--- src/rtl/mem_cp0.sv ---
// Coprocessor-0 block for the MEM stage: SR, Cause, EPC, PRId, exception/interrupt request and eret.
// Optional Count/Compare timer is built when CP0_TIMER_EN is defined.
module mem_cp0 (
    input  logic        clk,
    input  logic        reset,
    input  logic        we,
    input  logic [4:0]  addr,
    input  logic [31:0] wdata,
    output logic [31:0] rdata,
    input  logic [31:0] vpc,
    input  logic        bd_in,
    input  logic [4:0]  exc_in,
    input  logic [5:0]  hw_int,
    input  logic        eret,
    output logic        req,
    output logic [31:0] epc_out
);
    localparam logic [4:0]  ADDR_COUNT   = 5'd9;
    localparam logic [4:0]  ADDR_COMPARE = 5'd11;
    localparam logic [4:0]  ADDR_SR      = 5'd12;
    localparam logic [4:0]  ADDR_CAUSE   = 5'd13;
    localparam logic [4:0]  ADDR_EPC     = 5'd14;
    localparam logic [4:0]  ADDR_PRID    = 5'd15;
    localparam logic [31:0] PRID_VALUE   = 32'h0001_8000;

    // The FSM state is the SR.EXL bit itself.
    localparam logic [0:0] ST_NORMAL  = 1'b0;
    localparam logic [0:0] ST_HANDLER = 1'b1;

    logic [0:0]  state_q, state_d;
    logic [5:0]  im_q, im_d;
    logic        ie_q, ie_d;
    logic        bd_q, bd_d;
    logic [5:0]  ip_q, ip_d;
    logic [4:0]  exccode_q, exccode_d;
    logic [31:0] epc_q, epc_d;

    logic [5:0]  ip_next;
    logic        exl;
    logic        int_req;
    logic        exc_req;
    logic        mtc0;

    logic unused_wdata;
    assign unused_wdata = ^{wdata[31:16], wdata[9:2]};

`ifdef CP0_TIMER_EN
    logic [31:0] count_q, count_d;
    logic [31:0] compare_q, compare_d;
    logic        tpend_q, tpend_d;

    assign ip_next = hw_int | {tpend_q, 5'b0};

    always_comb begin
        count_d   = count_q + 32'd1;
        compare_d = compare_q;
        tpend_d   = tpend_q;
        if (count_q == compare_q) begin
            tpend_d = 1'b1;
        end
        if (mtc0 && addr == ADDR_COUNT) begin
            count_d = wdata;
        end
        // A write to Compare acknowledges the timer even if it matches again.
        if (mtc0 && addr == ADDR_COMPARE) begin
            compare_d = wdata;
            tpend_d   = 1'b0;
        end
    end

    always_ff @(posedge clk) begin
        if (reset) begin
            count_q   <= 32'd0;
            compare_q <= 32'd0;
            tpend_q   <= 1'b0;
        end else begin
            count_q   <= count_d;
            compare_q <= compare_d;
            tpend_q   <= tpend_d;
        end
    end
`else
    assign ip_next = hw_int;
`endif

    assign exl     = (state_q == ST_HANDLER);
    assign int_req = ie_q & ~exl & (|(im_q & ip_next));
    assign exc_req = ~exl & (exc_in != 5'd0);
    assign req     = int_req | exc_req;
    assign mtc0    = we & ~req;
    assign epc_out = epc_q;

    always_comb begin
        state_d   = state_q;
        im_d      = im_q;
        ie_d      = ie_q;
        bd_d      = bd_q;
        ip_d      = ip_next;
        exccode_d = exccode_q;
        epc_d     = epc_q;
        if (req) begin
            state_d   = ST_HANDLER;
            bd_d      = bd_in;
            epc_d     = bd_in ? (vpc - 32'd4) : vpc;
            exccode_d = int_req ? 5'd0 : exc_in;
        end else begin
            if (mtc0 && addr == ADDR_SR) begin
                im_d    = wdata[15:10];
                ie_d    = wdata[0];
                state_d = wdata[1] ? ST_HANDLER : ST_NORMAL;
            end
            if (mtc0 && addr == ADDR_EPC) begin
                epc_d = wdata;
            end
            // eret wins over an SR write to EXL in the same cycle.
            if (eret) begin
                state_d = ST_NORMAL;
            end
        end
    end

    always_ff @(posedge clk) begin
        if (reset) begin
            state_q   <= ST_NORMAL;
            im_q      <= 6'd0;
            ie_q      <= 1'b0;
            bd_q      <= 1'b0;
            ip_q      <= 6'd0;
            exccode_q <= 5'd0;
            epc_q     <= 32'd0;
        end else begin
            state_q   <= state_d;
            im_q      <= im_d;
            ie_q      <= ie_d;
            bd_q      <= bd_d;
            ip_q      <= ip_d;
            exccode_q <= exccode_d;
            epc_q     <= epc_d;
        end
    end

    always_comb begin
        rdata = 32'd0;
        case (addr)
            ADDR_SR:    rdata = {16'd0, im_q, 8'd0, exl, ie_q};
            ADDR_CAUSE: rdata = {bd_q, 15'd0, ip_q, 3'd0, exccode_q, 2'd0};
            ADDR_EPC:   rdata = epc_q;
            ADDR_PRID:  rdata = PRID_VALUE;
`ifdef CP0_TIMER_EN
            ADDR_COUNT:   rdata = count_q;
            ADDR_COMPARE: rdata = compare_q;
`endif
            default:    rdata = 32'd0;
        endcase
    end
endmodule

--- config.mk ---
export PLATFORM = sky130hd
export DESIGN_NAME = mem_cp0
export DESIGN_NICKNAME = d
export VERILOG_FILES = /design/src/rtl/mem_cp0.sv
export SDC_FILE = /design/constraint.sdc
export NUM_CORES = 1
export LEC_CHECK = 0
export ABC_AREA = 0
export CORE_UTILIZATION = 47
export CTS_BUF_LIST = sky130_fd_sc_hd__clkbuf_4
export DETAILED_ROUTE_END_ITERATION = 7
export GPL_ROUTABILITY_DRIVEN = 0
export PLACE_DENSITY = 0.92
export RECOVER_POWER = 100
export SYNTH_ARGS = -nofsm -noshare
export SYNTH_HDL_FRONTEND = slang
export SYNTH_SLANG_ARGS = --single-unit
--- constraint.sdc ---
create_clock -name clk -period 2.8 [get_ports clk]
set_input_delay 0.42 -clock clk [delete_from_list [all_inputs] [get_ports clk]]
set_output_delay 0.42 -clock clk [all_outputs]
set_load 0.005 [all_outputs]
* Word-level counts from Yosys, hierarchy flattened
Cells that the tools add are included.
Word-level totals: register bits after elaboration 52
Operators by class: $add $sub $neg 1, equal/unequal tests 4, muxes and demuxes 9, bitwise gates (word level) 8, reduce and logical (&&, ||, !) cells 7
Operator list (count):
- $pmux W32 S4 | 1
- $mux W32 | 3
- $sub A32 B3 Y32 const B | 1
- $eq A5 B4 Y1 const B | 4
- $and A6 B6 Y6 | 1
- $reduce_or A6 Y1 | 1
- $mux W5 | 1
- $reduce_bool A5 Y1 | 1
- $and A1 B1 Y1 | 4
- $mux W1 | 4
- $reduce_bool A3 Y1 | 1
- $logic_and A1 B1 Y1 | 2
- $not A1 Y1 | 2
- $reduce_and A2 Y1 | 1
- $reduce_bool A2 Y1 | 1
- $or A1 B1 Y1 | 1

* Depth between registers and ports, before layout
Gate-level depths: netlist of the first run.
depth in word-level cells 10, mapped depth 8, mapped depth without buffers 7

* Worst setup path before layout of the first run
Ideal clock, no wire load.
path kind input-to-output, start point input addr[4], end point output rdata[18], arrival time 1581 ps, required time 2380 ps, setup slack 799 ps, cell stages on the path 5, path buffers 2, path through nand3b_1 > nor2_1 > buf_2 > clkbuf_1 > and2_1
On the way: longest elaborated chain between the ends 2, elaborated cells on any way between the ends 5
RTL lines:
- start, declared | line 7 | input logic [4:0] addr,
- $eq A5 B4 Y1 | line 144 | case (addr)
- $pmux W32 S4 (*) | line 144
- end, declared | line 9 | output logic [31:0] rdata,
Every way passes the cells marked *; elsewhere a longest branch is shown, timed or not.

* Worst setup path after layout of the first run
start point input exc_in[1], end point output req
On the way: longest elaborated chain between the ends 3
RTL lines:
- start, declared | line 12 | input logic [4:0] exc_in,
- $reduce_bool A5 Y1 | line 88 | assign exc_req = ~exl & (exc_in != 5'd0);
- $and A1 B1 Y1 | line 88
- $or A1 B1 Y1 | line 89 | assign req = int_req | exc_req;
- end, declared | line 15 | output logic req,
No other way between the ends.

==> results by stage, run 1 <==
Routing:
- After detailed routing, the number of remaining DRC violations is 0.
- The violation count after the first detailed-routing iteration is 252.
- Once detail routing completed, the nets flagged for antenna violations numbered 0.
- After detailed routing, the number of vias per cell comes to 5.71.
- The pre-antenna-repair detailed-routing pass consisted of 5 iterations.
- The final routed wire length divided by cell count is 17.0 um.
- For this block, the routed nets add up to 10900 um of wire.
- The final route contains 3652 vias.

Flow run:
- Max-cap violations in this run came to 1.

Layout:
- The non-filler instance count after layout is 640.
- The finished cells cover 0.00494 mm^2.
- The number of antenna diodes in the final layout is 0.
- Of the cells placed in the final design, the portion with a size suffix greater than 1 is 8.64%.
- For this run, the post-layout net count is 630.
- Compared with the post-synthesis result, the final layout area differs by 48.8%.

Place:
- The cell area after placement is 0.00491 mm^2.
- The cell count after placement is 632.
- The count of buffers added on input and output ports is 149.
- Once detailed placement completed, the half-perimeter wirelength came to 8310 um.

GRT:
- The largest net degree at the start of global routing is 47.
- In the global route stage, met3 resource usage came out at 3.75%.
- The number of global-route vias before repair is 3496.
- Global routing used 51.8% of the available met2 tracks.
- The most used routing layer is met2.
- The total global routing overflow is 0.
- The met1 track utilization from global routing is 37.7%.
- Across every metal layer, demand over resource in global routing totals 29.5%.
- The first global-routing pass estimated 17300 um of wire.
- The initial antenna violation count is 0.

Outcome:
- The flow ran to the end, but the final reports show violations.
- The checks that failed: max-capacitance violations, max-slew violations.

Pwr:
- The peak supply drop is 0.000225 V.
- The power after layout is 1.65 mW.
- The power density over cell area is 333 mW/mm^2.
- The leakage component of the power is 1.82 nW.

Logic synthesis:
- The synthesized instance count is 404.
- The synthesized netlist contains 56 unique library cells.
- In this run, synthesis produced a sequential element count of 52.
- The number of nets in the synthesized netlist is 490.
- Dividing the synthesized area by the synthesized cell count gives 8.23 um^2.
- The mapped netlist covers 0.00332 mm^2.
- The Yosys step of the flow raised 0 warnings.
- Of the synthesized area, sequential elements account for 31.3%.

Floorplanning:
- The placeable core area is 0.00679 mm^2.
- The initial utilization of the core area, before any placement, comes to 48.9%.
- The floorplan has 30 rows.
- The die is 86.1 um wide.
- The number of primary I/O pins is 150.
- The area of the die is 0.00741 mm^2.
- The die height is 86.1 um.

Timing:
- Subtracting the final worst setup slack from the clock period gives 2.71 ns.
- Setup violations remaining at the end of the flow were counted as 0.
- Measured against its own limit, the worst slew margin works out to -42.1%.
- For the pin with the worst max-slew slack, the measured transition is 2.13 ns.
- The final total negative setup slack is 0 ns.
- The highest clock frequency the design can meet is 368 MHz.
- The worst path uses 96.9% of the clock period.
- Setup repair after global routing left no endpoint under its margin.
- The final number of max-transition violations is 47.
- The count of endpoints failing hold in the final timing report came to 0.
- On the final layout, the worst clock skew is 0.0143 ns.

Clock network:
- The clock transition time at the flip-flop clock pins of the worst setup and hold paths is 0.15 ns.
- The number of clock buffers added by TritonCTS is 5.
- The total number of H-tree levels is 2.
- For this design, the sink count on the clock tree is 52.
- The later pin in the worst-skew pair is clocked with a latency of 0.37 ns.
- The root cell of the clock tree is clkbuf_4.
- The clock tree from TritonCTS is yes.
- The maximum buffer depth of the clock tree is 2.
- After clock tree synthesis, the repair step resized 0 gates.

Setup path:
- The startpoint type of the worst setup path is a primary input.
- On the critical path, the stage with the largest delay is an instance of or4_1.
- The largest stage delay on the critical path is 0.52 ns.
- The family of cells with the greatest summed delay on the critical path is buffers and inverters.
- The worst setup path category is primary input to output port.
- The critical path contains buffers and inverters numbering 3 combined.
- The critical path goes through clkdlybuf4s50_1, or4_1, o21ai_1, and2_1, inv_2, clkdlybuf4s50_1.
- In this run the worst path has a maximum fanout of 2.
- The endpoint type of the worst setup path is an output port.
- In this design, the critical path's most frequently occurring cell is clkdlybuf4s50_1.
- The critical path data arrival time is 2.29 ns.
- The worst path required time is 2.38 ns.

Hold path:
- The classification of the worst-slack hold path is register to register.
Yosys cell counts, drive strengths merged:
| library cell | n | area (um^2) |
|---|---|---|
| or4 | 4 | 33.8 |
| o31ai | 1 | 7.51 |
| o21ai | 3 | 15.0 |
| mux2 | 3 | 33.8 |
| nand2b | 2 | 20.0 |
| nor4b | 2 | 23.8 |
| or2 | 3 | 18.8 |
| nand4 | 3 | 18.8 |
| clkbuf | 18 | 67.6 |
| o31a | 1 | 8.76 |
| nor4bb | 1 | 10.0 |
| buf | 15 | 82.6 |
| mux2i | 15 | 150 |
| ha | 1 | 12.5 |
| nand4b | 1 | 8.76 |
| nor3 | 14 | 101 |
| or3 | 4 | 30.0 |
| a22oi | 6 | 45.0 |
| a22o | 3 | 26.3 |
| dfxtp | 52 | 1040 |
| or4b | 1 | 10.0 |
| a21oi | 14 | 70.1 |
| o311ai | 1 | 8.76 |
| nand3b | 2 | 15.0 |
| nor4 | 13 | 134 |
| nor2 | 49 | 184 |
| and3b | 1 | 8.76 |
| a32oi | 1 | 8.76 |
| a211oi | 29 | 238 |
| and2 | 18 | 113 |
| xnor2 | 20 | 175 |
| nor2b | 10 | 62.6 |
| a31o | 3 | 26.3 |
| and3 | 15 | 93.8 |
| nand3 | 23 | 120 |
| inv | 5 | 18.8 |
| nand2 | 26 | 97.6 |
| a311oi | 14 | 123 |
| xor2 | 7 | 61.3 |
layer usage:
layer	share of wire (%)	wire length, um
met4	1.9	211
met5	0	0
met1	42	4520
met3	7.4	799
met2	49	5320
worst paths after layout:
path         slack (ns)           to      start  cells past startpoint
max                0.09          req  exc_in[1]                      6
min                0.48         bd_q       bd_q                      2
max reg2reg        0.50  epc_out[13]    im_q[0]                      6
min reg2reg        0.48         bd_q       bd_q                      2
layout by cell type (no fill, tap or decap), types with 7 or more instances in the layout:
master,Yosys,layout
mux2i_1,15,15
dfxtp_1,52,52
xor2_1,7,7
nor2b_1,10,10
and3_1,15,15
a21oi_1,14,14
dlygate4sd3_1,0,39
xnor2_1,20,20
clkdlybuf4s50_1,0,109
and2_1,18,9
a211oi_1,25,25
and2_0,0,9
nor3_1,9,9
nand3_1,22,22
a311oi_1,14,14
buf_4,1,10
nand2_1,26,26
nor2_1,49,48
state kept, by name (all words and copies together), names as in the netlist:
register	count
epc_out	32
im_q	6
exl	1
ip_q	6
ie_q	1
exccode_q	5
bd_q	1
metrics by stage:
stage               hold slack, ns  util (%)  worst slack (ns)
floorplan                    0.432         -             0.799
global route                 0.503      72.8            0.0128
global placement             0.451      72.3             0.103
finish                       0.478      72.8            0.0861
detailed placement           0.456      72.3          0.000912
CTS                          0.476      73.1            0.0739
power by group:
group | leakage, nW | internal (mW) | switching [mW] | total [mW]
combinational | 1.36 | 0.261 | 0.209 | 0.470
clock | 0.0315 | 0.103 | 0.232 | 0.335
sequential | 0.431 | 0.797 | 0.0440 | 0.841
final cells by class:
cell class | count | area, um^2
clock buffers | 6 | 45.0
clock inverters | 1 | 5.00
fillers | 524 | 1850
inverters | 5 | 18.8
multi-input cells | 314 | 2110
flip-flops and latches | 52 | 1040
well taps | 96 | 120
repair buffers | 166 | 1610
worst register-to-register path: cells and delay by family (launching register included):
family          cells  cell delay [ns]
compound gates      3             0.84
buf+inv             1             0.60
simple gates        2             0.40
flops               1             0.35
logic make-up after synthesis:
group,share of synthesized area (%)
buffers and inverters,5.08
AOI/OAI and AO/OA,17.4
muxes,5.53
and+or+nand+nor,33.2
adders and majority gates,0.376
DFF,31.3
xor gates and xnor gates,7.12
what timing repair did:
action	CTS	global route
setup endpoints to repair	0	14
buffers inserted	0	1
hold buffers	0	0
(Power assumes the default switching activity.)
==> inputs of run 2 (changes only) <==
--- a/config.mk
+++ b/config.mk
@@ -6,11 +6,11 @@
 export NUM_CORES = 1
 export LEC_CHECK = 0
 export ABC_AREA = 0
-export CORE_UTILIZATION = 47
+export CORE_UTILIZATION = 45
 export CTS_BUF_LIST = sky130_fd_sc_hd__clkbuf_4
 export DETAILED_ROUTE_END_ITERATION = 7
 export GPL_ROUTABILITY_DRIVEN = 0
-export PLACE_DENSITY = 0.92
+export PLACE_DENSITY = 0.89
 export RECOVER_POWER = 100
 export SYNTH_ARGS = -nofsm -noshare
 export SYNTH_HDL_FRONTEND = slang
==> run 2 against run 1 <==
- the flow still finishes with violations (max-capacitance violations, max-slew violations)
- critical path depth unchanged
- setup slack got worse by 0.016 ns
- worst hold slack better by 0.0093 ns
- clock-buffer cell count decreased by 1
==> results by stage, run 2 (same netlist as run 1, synthesis figures left out) <==
Timing:
- The final number of max-transition violations is 36.
- For the final database, setup skew stands at 0.0114 ns.
- Headroom to the max-slew limit came out at -16.1%.
- Setup violations remaining at the end of the flow were counted as 0.
- The worst slack on hold paths is 0.488 ns.
- The count of endpoints failing hold in the final timing report is 0.
- The pin slew with the least headroom to its limit is 1.74 ns.
- The worst path in the final design needs a cycle of 2.73 ns, including I/O delays and setup.
- The final total negative setup slack is 0 ns.
- The highest clock frequency the design can meet is 366 MHz.
- In the finished design, the share of the clock period the worst path needs comes to 97.5%.
- Setup repair after global routing left no endpoint under its margin.

Routing:
- The via density per instance is 5.74.
- The detailed-route DRC error count is 0.
- The violation count after the first detailed-routing iteration is 207.
- The count of antenna-violating nets left after detailed routing is 0.
- The first TritonRoute pass finished after 4 iterations.
- For this block, the routed nets add up to 11100 um of wire.
- Detailed routing inserted a total of 3662 vias.
- The final routed wire length divided by cell count is 17.3 um.

Clock network:
- No sink is reached through more buffers than the 2 on the longest clock path.
- The count of buffers added by post-CTS timing repair for setup is 0.
- The clock transition time at the flip-flop clock pins of the worst setup and hold paths is 0.13 ns.
- The total clock buffers created by CTS is 5.
- The number of gates resized after CTS was 0.
- For the worst-skew pair, the clock arrives at the later sink with an insertion delay of 0.37 ns.
- The quantity of hold-fixing buffers added after cts is 0.
- The total number of H-tree levels is 2.
- TritonCTS built the clock tree.
- CTS placed an instance of clkbuf_4 at the clock tree root.
- The clock sink count is 52.

Setup path:
- The worst setup path category is primary input to output port.
- The terminus of the critical flop-to-flop path is epc_out[27].
- The worst reg2reg path startpoint is im_q[0].
- The endpoint type of the worst setup path is an output port.
- The depth of the most critical reg-to-reg path is 7.
- The setup check on the worst reg-to-reg path leaves a slack of 0.40 ns.
- For the worst setup path, the data arrival time is 2.31 ns.
- The biggest fanout along the worst timing path is 2.
- The worst setup path is launched from a primary input.
- Data on the critical path is required at its endpoint by 2.38 ns.

Layout:
- The fraction of layout cells with a size suffix above 1 is 8.86%.
- The layout net count is 629.
- From synthesis to final layout, the design area changed by 49.4%.
- The most common library cell in the layout ignoring fill and taps is clkdlybuf4s50_1.
- The library cells used most frequently in the layout, excluding fill and tap cells, are 108 x clkdlybuf4s50_1, 52 x dfxtp_1, 48 x nor2_1, 40 x dlygate4sd3_1, 26 x nand2_1.
- The summed area of non-filler cells in the final layout is 0.00496 mm^2.
- The register with the most flip-flops in the layout has 32 of them.
- For this run, the share of the core covered by cells in the final layout is 71.5%.
- The repair_antennas step left the layout with diodes totalling 0.

Floorplanning:
- The initial cell density of the core is 47.9%.
- Row generation in the floorplan step produced 30 rows.
- The number of primary I/O pins is 150.
- In this run the vertical extent of the chip is 87.9 um.
- The die covers 0.00773 mm^2.
- The placeable core area is 0.00694 mm^2.
- The die is 87.9 um wide.

Pwr:
- The internal cell power is 1.23 mW.
- The analysis attributes to cell leakage a power of 1.84 nW.
- Of the total power, the clock network draws 23.8%.
- The combinational share of power is 27.2%.
- The peak supply drop is 0.000238 V.
- The switching portion of total power is 28.2%.
- Dividing total power by cell area gives a power density of 346 mW/mm^2.
- In this run, flip-flops and latches consume 49.0% of the power.
- The power dissipated by switching net loads is 0.484 mW.

GRT:
- The global-route usage over all layers is 28.7%.
- The initial antenna violation count is 0.
- The first global-routing pass estimated 17200 um of wire.
- The largest net degree at the start of global routing is 37.
- The total global routing overflow is 0.
- The number of global-route vias before repair is 3501.

Hold path:
- The worst hold path terminates at exccode_q[0].
- The worst hold path was traced through 2 stages.
- The source of the worst hold timing path is exccode_q[0].
- The path class of the tightest hold or removal check is register to register.

Outcome:
- The flow ran to the end, but the final reports show violations.
- The checks that failed: max-capacitance violations, max-slew violations.

Place:
- The count of buffers from port buffering is 149.
- The HPWL after detailed placement is 8670 um.
- The cell area after placement is 0.00491 mm^2.

Flow run:
- Max-cap violations in this run came to 1.
[run 2: cell count changes in the layout (fill, tap and decap cells not counted), sizes merged]
| cell | before | now |
|---|---|---|
| buf | 11 | 10 |
| dlygate4sd3 | 39 | 40 |
| clkdlybuf4s50 | 109 | 108 |
| clkbuf | 13 | 12 |
| clkinv | 1 | 0 |
| bufinv | 0 | 1 |
[run 2: layout make-up]
type | count | area (um^2)
tap | 96 | 120
clock buffer | 5 | 37.5
fill | 519 | 1980
timing repair buffer | 165 | 1600
inverter | 5 | 18.8
multi-input combinational | 314 | 2120
clock inverter | 1 | 30.0
sequential | 52 | 1040
[run 2: through the flow]
step | power [mW] | worst slack [ns] | std cells
after floorplan | 1.04 | 0.799 | 404
after global placement | 1.33 | 0.0681 | 632
after detailed placement | 1.34 | 0.0669 | 632
after CTS | 1.74 | 0.0685 | 638
after global routing | 1.79 | 0.00975 | 638
final | 1.72 | 0.0703 | 638
[run 2: routing by layer]
metal / vias up / global-route usage (%) / part of all wire (%)
li1: 1744 / - / -
met2: 154 / 48.3 / 50
met4: 0 / 10.9 / 1.7
met1: 1748 / 37.2 / 43
met5: - / 0 / 0
met3: 16 / 4.24 / 5.7
[run 2: how the worst max path moves through the flow]
stage               from   endpoint  slack (ns)  depth (start not counted)
2_1_floorplan    addr[4]  rdata[18]        0.80                          5
3_3_place_gp   exc_in[1]        req        0.07                          6
3_5_place_dp   exc_in[1]        req        0.07                          6
4_1_cts        exc_in[1]        req        0.07                          6
5_1_grt          addr[0]  rdata[15]        0.01                          6
6_report       exc_in[1]        req        0.07                          6
[run 2: worst max-delay path, stage by stage]
cell	delay, ns
clkdlybuf4s50_1	0.42
or4_1	0.52
o21ai_1	0.18
and2_1	0.24
inv_2	0.06
clkdlybuf4s50_1	0.47
[run 2: power by group through the flow]
stage	sequential, mW	clock, mW	combinational (mW)
floorplan	0.847	0	0.193
global placement	0.855	0	0.471
detailed placement	0.858	0	0.482
CTS	0.842	0.411	0.484
global route	0.849	0.442	0.505
finish	0.842	0.408	0.468
==> inputs of run 3 (changes only) <==
--- a/config.mk
+++ b/config.mk
@@ -7,7 +7,8 @@
 export LEC_CHECK = 0
 export ABC_AREA = 0
 export CORE_UTILIZATION = 45
-export CTS_BUF_LIST = sky130_fd_sc_hd__clkbuf_4
+export CTS_BUF_LIST = sky130_fd_sc_hd__clkbuf_8
+export CTS_CLUSTER_SIZE = 10
 export DETAILED_ROUTE_END_ITERATION = 7
 export GPL_ROUTABILITY_DRIVEN = 0
 export PLACE_DENSITY = 0.89
==> run 3 against run 2 <==
- setup slack improved by 0.0024 ns
- global-route usage about the same
- the flow still finishes with violations (max-capacitance violations, max-slew violations)
- die area unchanged
- highest routed layer unchanged
- first-iteration DRC count decreased by 4.3%
- power increased by 4.7%
- non-clock buffer count unchanged
- cell count unchanged
==> results by stage, run 3 (same netlist as run 1, synthesis figures left out) <==
Clock network:
- The quantity of hold-fixing buffers added after cts is 0.
- The count of buffers added by post-CTS timing repair for setup is 0.
- Buffers inserted during clock tree synthesis total 5.
- The clock network latency to the later pin of the worst-skew pair is 0.30 ns.
- CTS saw 52 sinks.
- The clock transition time at the flip-flop clock pins of the worst setup and hold paths is 0.08 ns.
- The post-cts repair resize count is 0.
- The total number of H-tree levels is 2.
- TritonCTS built the clock tree.
- The root cell of the clock tree is clkbuf_8.
- The maximum buffer depth of the clock tree is 2.

Layout:
- At the end of the flow the core is filled with cells to 71.5%.
- From synthesis to final layout, the design area changed by 49.3%.
- The library cells used most frequently in the layout, excluding fill and tap cells, are 106 x clkdlybuf4s50_1, 52 x dfxtp_1, 48 x nor2_1, 42 x dlygate4sd3_1, 26 x nand2_1.
- The most common library cell in the layout ignoring fill and taps is clkdlybuf4s50_1.
- The register with the most flip-flops in the layout has 32 of them.
- The number of antenna diodes is 0.
- The layout net count is 629.
- Once layout is done, the placed cells without fillers occupy 0.00496 mm^2.
- The non-filler instance count after layout is 638.
- The fraction of layout cells with a size suffix above 1 is 7.93%.
- Counting the fill cells in the layout gives 523.

GRT:
- The first global-routing pass estimated 17300 um of wire.
- The global-route usage over all layers is 28.7%.
- The total global routing overflow is 0.
- The number of global-route vias before repair is 3499.
- The initial antenna violation count is 0.
- Entering global routing, the biggest net connects 37 pins.

Hold path:
- The worst hold path was traced through 2 stages.
- The path class of the tightest hold or removal check is register to register.

Setup path:
- The endpoint type of the worst setup path is an output port.
- Walking the worst path, the cells encountered are clkdlybuf4s50_1, or4_1, o21ai_1, and2_1, inv_2, clkdlybuf4s50_1.
- The critical path crosses 6 cells after its start point.
- The number of buffers and inverters on the critical path is 3.
- The slowest stage of the critical path is the or4_1 cell.
- The startpoint type of the worst setup path is a primary input.
- At the worst endpoint, the arrival time is 2.31 ns.
- At the worst endpoint, the required time is 2.38 ns.
- The worst setup path category is primary input to output port.
- Measured in cells, the most critical reg-to-reg path has a length of 6.
- The biggest fanout along the worst timing path is 2.
- For this run, the slowest stage of the critical path takes 0.52 ns.
- The cell that appears most often on the critical path is clkdlybuf4s50_1.
- The cell family contributing the most delay on the critical path is buffers and inverters.

Place:
- In this run the tool buffered the top-level ports with 149 buffer cells.
- The cell count after placement is 632.
- The HPWL after detailed placement is 8670 um.
- The placed instances occupy a cell area of 0.00491 mm^2.

Timing:
- Setup repair after global routing left no endpoint under its margin.
- The count of endpoints failing hold in the final timing report is 0.
- Setup total negative slack on the finished layout was measured at 0 ns.
- The fraction of the cycle the final worst path needs is 97.4%.
- Subtracting the final worst setup slack from the clock period gives 2.73 ns.
- The highest clock frequency the design can meet is 367 MHz.
- The final number of max-transition violations is 36.
- The headroom to the max-slew limit is -18.1%.
- Setup violations remaining at the end of the flow were counted as 0.
- The clock tree skew after final layout is 0.00695 ns.
- The pin slew with the least headroom to its limit is 1.77 ns.

Floorplanning:
- The area of the die is 0.00773 mm^2.
- The die height is 87.9 um.
- The placeable core area is 0.00694 mm^2.
- The die is 87.9 um wide.
- The initial utilization of the core area, before any placement, comes to 47.9%.
- The initialized floorplan defines 30 standard-cell rows.
- The number of primary I/O pins is 150.

Routing:
- The number of search-and-repair iterations in the first detailed-routing pass is 5.
- After detailed routing, the average wire length per cell comes to 17.3 um.
- The count of antenna-violating nets left after detailed routing is 0.
- The routed design has 11000 um of wire.
- In the routed design, unresolved DRC markers number 0.
- After detailed routing, the number of vias per cell comes to 5.73.
- The routed layout has 3656 vias.
- In this run, the number of DRC markers left after iteration 0 of detailed routing was 198.

Flow run:
- The number of max-cap violations is 1.

Pwr:
- For this design the static power due to leakage is 1.84 nW.
- The peak supply drop is 0.000306 V.
- In this run the power density over the cells is 362 mW/mm^2.

Outcome:
- The final reports fail on max-capacitance violations, max-slew violations.
- The flow ran to the end, but the final reports show violations.
run 3: cell types whose count changed in the layout (fill, tap and decap cells not counted), moves of 2 or more:
cell / before / now
clkbuf_8: 0 / 5
clkbuf_2: 4 / 2
buf_4: 9 / 11
nor3_1: 9 / 11
nor3_2: 4 / 2
clkbuf_4: 5 / 0
nor4_1: 6 / 8
dlygate4sd3_1: 40 / 42
clkdlybuf4s50_1: 108 / 106
run 3: layout make-up:
| class | instances | area [um^2] | share of cell area (%) |
|---|---|---|---|
| multi-input cells | 314 | 2080 | 41.9 |
| repair buffers | 165 | 1610 | 32.3 |
| flip-flops and latches | 52 | 1040 | 21.0 |
| well taps | 96 | 120 | 2.42 |
| clock buffers | 5 | 68.8 | 1.39 |
| clock inverters | 1 | 30.0 | 0.605 |
| inverters | 5 | 18.8 | 0.378 |
run 3: final timing paths:
check / slack (ns) / from / end
worst max-delay path: 0.07 / exc_in[1] / req
worst min-delay path: 0.48 / exccode_q[0] / exccode_q[0]
worst max register to register: 0.49 / im_q[0] / epc_out[7]
worst min register to register: 0.48 / exccode_q[0] / exccode_q[0]
run 3: worst min-delay path, cell delays in order (launching register included):
cell and delay [ns]:
dfxtp_1 0.33, nand2_1 0.06, a21oi_1 0.05
run 3: metrics by stage:
step	hold slack [ns]	power (mW)	setup WS [ns]
2_1_floorplan	0.432	1.04	0.799
3_3_place_gp	0.454	1.33	0.0681
6_report	0.480	1.80	0.0727
3_5_place_dp	0.461	1.34	0.0669
4_1_cts	0.478	1.82	0.0685
5_1_grt	0.493	1.88	0.00991
run 3: report_power, final:
group,leakage [nW],switching (mW),internal [mW]
clock network,0.0501,0.234,0.257
logic,1.36,0.209,0.259
registers,0.431,0.0449,0.796
total,1.84,0.487,1.31
run 3: metal layers:
metal | up-vias | wire length (um) | global-route usage [%]
met5 | - | 0 | 0
met4 | 0 | 238 | 10.9
met3 | 23 | 677 | 3.49
met2 | 160 | 5440 | 48.6
met1 | 1732 | 4680 | 37.3
li1 | 1741 | - | -
